$ cat src/rtl/mips_data_mem_arbiter.sv
// mips_data_mem_arbiter: round-robin sharing of one synchronous data RAM between the CPU data port and a loader
module mips_data_mem_arbiter #(
  parameter int ADDR_W  = 8,
  parameter int LATENCY = 2
) (
  input  logic              clk,
  input  logic              reset,
  input  logic [31:0]       data_address,
  input  logic              data_read,
  input  logic              data_write,
  input  logic [31:0]       data_writedata,
  output logic [31:0]       data_readdata,
  output logic              clk_enable,
  input  logic              ld_valid,
  output logic              ld_ready,
  input  logic              ld_we,
  input  logic [ADDR_W-1:0] ld_addr,
  input  logic [31:0]       ld_wdata,
  output logic              ld_rvalid,
  output logic [31:0]       ld_rdata,
  output logic              mem_req,
  output logic              mem_we,
  output logic [ADDR_W-1:0] mem_addr,
  output logic [31:0]       mem_wdata,
  input  logic [31:0]       mem_rdata
);
  localparam int CW = (LATENCY > 1) ? $clog2(LATENCY) : 1;
  typedef enum logic [1:0] {IDLE, CPU_WAIT, CPU_DONE, LD_WAIT} state_t;
  state_t        state;
  logic          last_ld;
  logic [CW-1:0] count;
  logic          cpu_pend, cpu_in_range, in_idle, grant_cpu, grant_ld;
  logic          unused_ok;
  assign unused_ok    = &{1'b0, data_address[1:0]};
  assign cpu_pend     = data_read | data_write;
  assign cpu_in_range = data_address[31:ADDR_W+2] == '0;
  assign in_idle      = reset && state == IDLE;
  assign grant_cpu    = in_idle && cpu_pend && (!ld_valid || last_ld);
  assign grant_ld     = in_idle && ld_valid && !grant_cpu;
  assign clk_enable   = !cpu_pend || state == CPU_DONE;
  assign ld_ready     = grant_ld;
  assign mem_req      = (grant_cpu && cpu_in_range) || grant_ld;
  assign mem_we       = mem_req && (grant_cpu ? data_write : ld_we);
  assign mem_addr     = grant_cpu ? data_address[ADDR_W+1:2] : ld_addr;
  assign mem_wdata    = grant_cpu ? data_writedata : ld_wdata;
  // arbitration FSM: one RAM access in flight, read data captured after LATENCY cycles
  always_ff @(posedge clk or negedge reset) begin
    if (!reset) begin
      state         <= IDLE;
      last_ld       <= 1'b1;
      count         <= '0;
      data_readdata <= '0;
      ld_rdata      <= '0;
      ld_rvalid     <= 1'b0;
    end else begin
      ld_rvalid <= 1'b0;
      case (state)
        IDLE: begin
          if (grant_cpu) begin
            last_ld <= 1'b0;
            if (!cpu_in_range) begin
              if (!data_write) data_readdata <= '0;
              state <= CPU_DONE;
            end else if (data_write) begin
              state <= CPU_DONE;
            end else begin
              count <= CW'(LATENCY - 1);
              state <= CPU_WAIT;
            end
          end else if (grant_ld) begin
            last_ld <= 1'b1;
            if (!ld_we) begin
              count <= CW'(LATENCY - 1);
              state <= LD_WAIT;
            end
          end
        end
        CPU_WAIT: begin
          if (count == '0) begin
            data_readdata <= mem_rdata;
            state         <= CPU_DONE;
          end else begin
            count <= count - 1'b1;
          end
        end
        CPU_DONE: state <= IDLE;
        LD_WAIT: begin
          if (count == '0) begin
            ld_rdata  <= mem_rdata;
            ld_rvalid <= 1'b1;
            state     <= IDLE;
          end else begin
            count <= count - 1'b1;
          end
        end
        default: state <= IDLE;
      endcase
    end
  end
endmodule
$ cat config.mk
export PLATFORM = sky130hd
export DESIGN_NAME = mips_data_mem_arbiter
export DESIGN_NICKNAME = d
export VERILOG_FILES = /design/src/rtl/mips_data_mem_arbiter.sv
export SDC_FILE = /design/constraint.sdc
export NUM_CORES = 1
export LEC_CHECK = 0
export CORE_MARGIN = 2
export CORE_UTILIZATION = 37
export CTS_BUF_LIST = sky130_fd_sc_hd__clkbuf_8
export DETAILED_ROUTE_END_ITERATION = 12
export GPL_ROUTABILITY_DRIVEN = 1
export PLACE_DENSITY = 0.84
export SETUP_SLACK_MARGIN = 0.05
export SLEW_MARGIN = 0
export SYNTH_ARGS = -nofsm -noshare
export SYNTH_HDL_FRONTEND = slang
export SYNTH_SLANG_ARGS = --single-unit
$ cat constraint.sdc
create_clock -name clk -period 4.5 [get_ports clk]
set_input_delay 0.9 -clock clk [delete_from_list [all_inputs] [get_ports clk]]
set_output_delay 0.9 -clock clk [all_outputs]
set_load 0.02 [all_outputs]
==> qor.csv, run 1 <==
stage,metric,value,unit
status,outcome,completed,
sta,period_needed,4.05,ns
sta,tightestPinTransition,0.935,ns
synthesis,ys_types,34,
placement,io_buffers,248,
global_routing,grt_max_degree,70,
die,die_area,9560,sq um
final_layout,stdcell_count,590,
synthesis,netlist_instances,228,
run,maxCapViolCount,0,
synthesis,async_reset_ff_frac,1.00,
synthesis,netlist.area_leader.share,0.523,
pwr,p_leak,2.47,nW
placement,dpl_cell_area,5800,sq um
final_layout,final_nets,619,
sta,holdWs,0.498,ns
pwr,p_total,3.36,mW
detailed_routing,drc,0,
global_routing,grt_pass1_vias,3215,
placement,finalWeightedCongestion,0.805,
sta,hold_viol_final,0,
detailed_routing,drt_iter0_markers,86,
sta,tns,0,ns
placement,dp_cells,574,
final_layout,nFillCells,644,
clock_network,ctsResizeCount,0,
synthesis,synth_warnings,0,
die,start_util,0.377,
setup_path,critPathMaxFanout,22,
hold_path,hold_class,flop to flop,
synthesis,synth_seq_cells,69,
detailed_routing,post_drt_via_cell_ratio,4.99,
setup_path,crit_type,input pin to output port,
die,die_x,97.8,um
synthesis,synth-edff-count,0,
clock_network,cts-root-buf,clkbuf_8,
detailed_routing,vias,2946,
synthesis,synth_nets,370,
die,io_pins,251,
detailed_routing,wl_per_cell,18.7,um
global_routing,antenna_found_initial,0,
detailed_routing,ant_nets,0,
setup_path,cp_data_arrival_time,3.15,ns
detailed_routing,drt-pass1-iter-count,4,
placement,dp_hpwl,8540,um
sta,finalSetupViolCount,0,
placement,pre_cts_slack,0.472,ns
final_layout,design_area,5990,sq um
pwr,ir_drop,0.395,mV
synthesis,synth_area,3250,sq um
synthesis,yosysTopAreaCell,dfrtp_1,
global_routing,gr-total-overflow,0,
setup_path,required,3.60,ns
synthesis,synthFlopType,dfrtp_1,
clock_network,cts_setup_buffers,0,
global_routing,grt_usage,0.230,
die,chipHeight,97.8,um
sta,clock.fmax,0.247,GHz
sta,worst_clock_skew,0.00681,ns
sta,slew_headroom,0.376,
synthesis,synth_most_common_cell,dfrtp_1,
die,core-area,8640,sq um
final_layout,utilization,0.693,
clock_network,clk_latency,0.34,ns
setup_path,crit_path_end_kind,output port,
synthesis,synth_area_leaders,"dfrtp_1 52%, mux2_1 21%, a22o_1 8.6%, mux2_2 4.2%, buf_6 1.4%",
sta,fin_ws,0.452,ns
clock_network,cts_buffers,9,
clock_network,cts.sink_count,69,
synthesis,synth_common_cells,"68 x dfrtp_1, 60 x mux2_1, 32 x a22o_1",
clock_network,cts_tree,built,
final_layout,drive_gt1_frac,0.106,
sta,drv_slew,0,
global_routing,grt_pass1_wl,17300,um
final_layout,area_delta_synth_final,84.1,%
clock_network,htreeDepth,3,
synthesis,syn_area_per_cell,14.3,sq um
clock_network,cts.hold.buffers_added,0,
sta,post-route-period-util,0.899,
setup_path,critPathLaunchType,input pin,
pwr,p_per_area,560,nW/um^2
clock_network,cts.clk_slew.worst_paths,0.08,ns
die,rows,34,
final_layout,diodes,0,
synthesis,ys_seq_area_frac,0.531,
sta,rsz0062_at_grt,no,
detailed_routing,routed_wl,11000,um
clock_network,clockBufferDepth,2,
power by group:
| part | internal (mW) | total, mW | leakage, nW | switching (mW) |
|---|---|---|---|---|
| clock network | 0.220 | 0.464 | 0.0946 | 0.245 |
| logic | 0.964 | 1.84 | 1.52 | 0.878 |
| registers | 0.889 | 1.05 | 0.855 | 0.161 |
| total | 2.07 | 3.36 | 2.47 | 1.28 |
per-layer routing:
metal / share of wire / track usage / routed length (um)
met5: 0 / 0 / 0
met4: 0.026 / 0.0737 / 287
met3: 0.079 / 0.0795 / 868
met2: 0.49 / 0.392 / 5460
met1: 0.40 / 0.273 / 4420
worst paths after layout:
path	startpoint	to	slack, ns	depth (start not counted)
max reg2reg	state[0]$_DFFE_PN0P_	ld_rdata[12]$_DFFE_PN0P_	2.41	2
min in group asynchronous	reset	ld_rdata[21]$_DFFE_PN0P_	0.78	2
max in group asynchronous	reset	data_readdata[5]$_DFFE_PN0P_	3.15	2
min reg2reg	ld_rdata[20]$_DFFE_PN0P_	ld_rdata[20]$_DFFE_PN0P_	0.50	1
min	ld_rdata[20]$_DFFE_PN0P_	ld_rdata[20]$_DFFE_PN0P_	0.50	1
max	data_write	mem_wdata[17]	0.45	6
layout by cell type, fill, tap and decap left out, types with 2 or more instances in the layout:
master,count
clkdlybuf4s50_1,246
dfrtp_1,68
mux2_1,60
a22o_1,32
mux2_2,12
clkbuf_8,10
buf_4,7
nor2_1,4
nand2b_1,3
inv_1,3
nand2_1,3
o21ai_0,2
nor4_2,2
nor4_1,2
clkinv_2,2
flip-flops by register name (all words and copies together), names as in the netlist:
register / flops
data_readdata: 32
state: 2
count: 1
last_ld: 1
ld_rdata: 32
ld_rvalid: 1
cell type report:
| cell class | instances | area (sq um) | share of cell area |
|---|---|---|---|
| well taps | 108 | 135 | 0.0226 |
| repair buffers | 254 | 2520 | 0.421 |
| clock buffers | 10 | 138 | 0.0230 |
| inverters | 3 | 11.3 | 0.00188 |
| flip-flops and latches | 69 | 1730 | 0.289 |
| multi-input cells | 140 | 1410 | 0.235 |
| clock inverters | 6 | 46.3 | 0.00773 |
logic make-up after synthesis:
kind of cell,Yosys count,share of synthesized area
compound gates,43,0.121
mux,73,0.254
simple gates,24,0.0558
buf+inv,19,0.0377
flops,69,0.531
worst max-delay path, stage by stage:
cell	delay, ns
clkdlybuf4s50_1	0.52
or2_1	0.19
and3_2	0.27
buf_4	0.31
mux2_1	0.39
clkdlybuf4s50_1	0.56
Power figures use the tool's default switching activity.
==> run 2: changes to the inputs <==
Settings changed: GPL_ROUTABILITY_DRIVEN 1 to 0.
==> results of run 2 <==
The final DEF is identical to that of run 1; final timing and power are the same.
==> run 3: changes to the inputs <==
Settings changed: TNS_END_PERCENT set to 20.
==> results of run 3 <==
The final DEF is identical to that of run 1; final timing and power are the same.
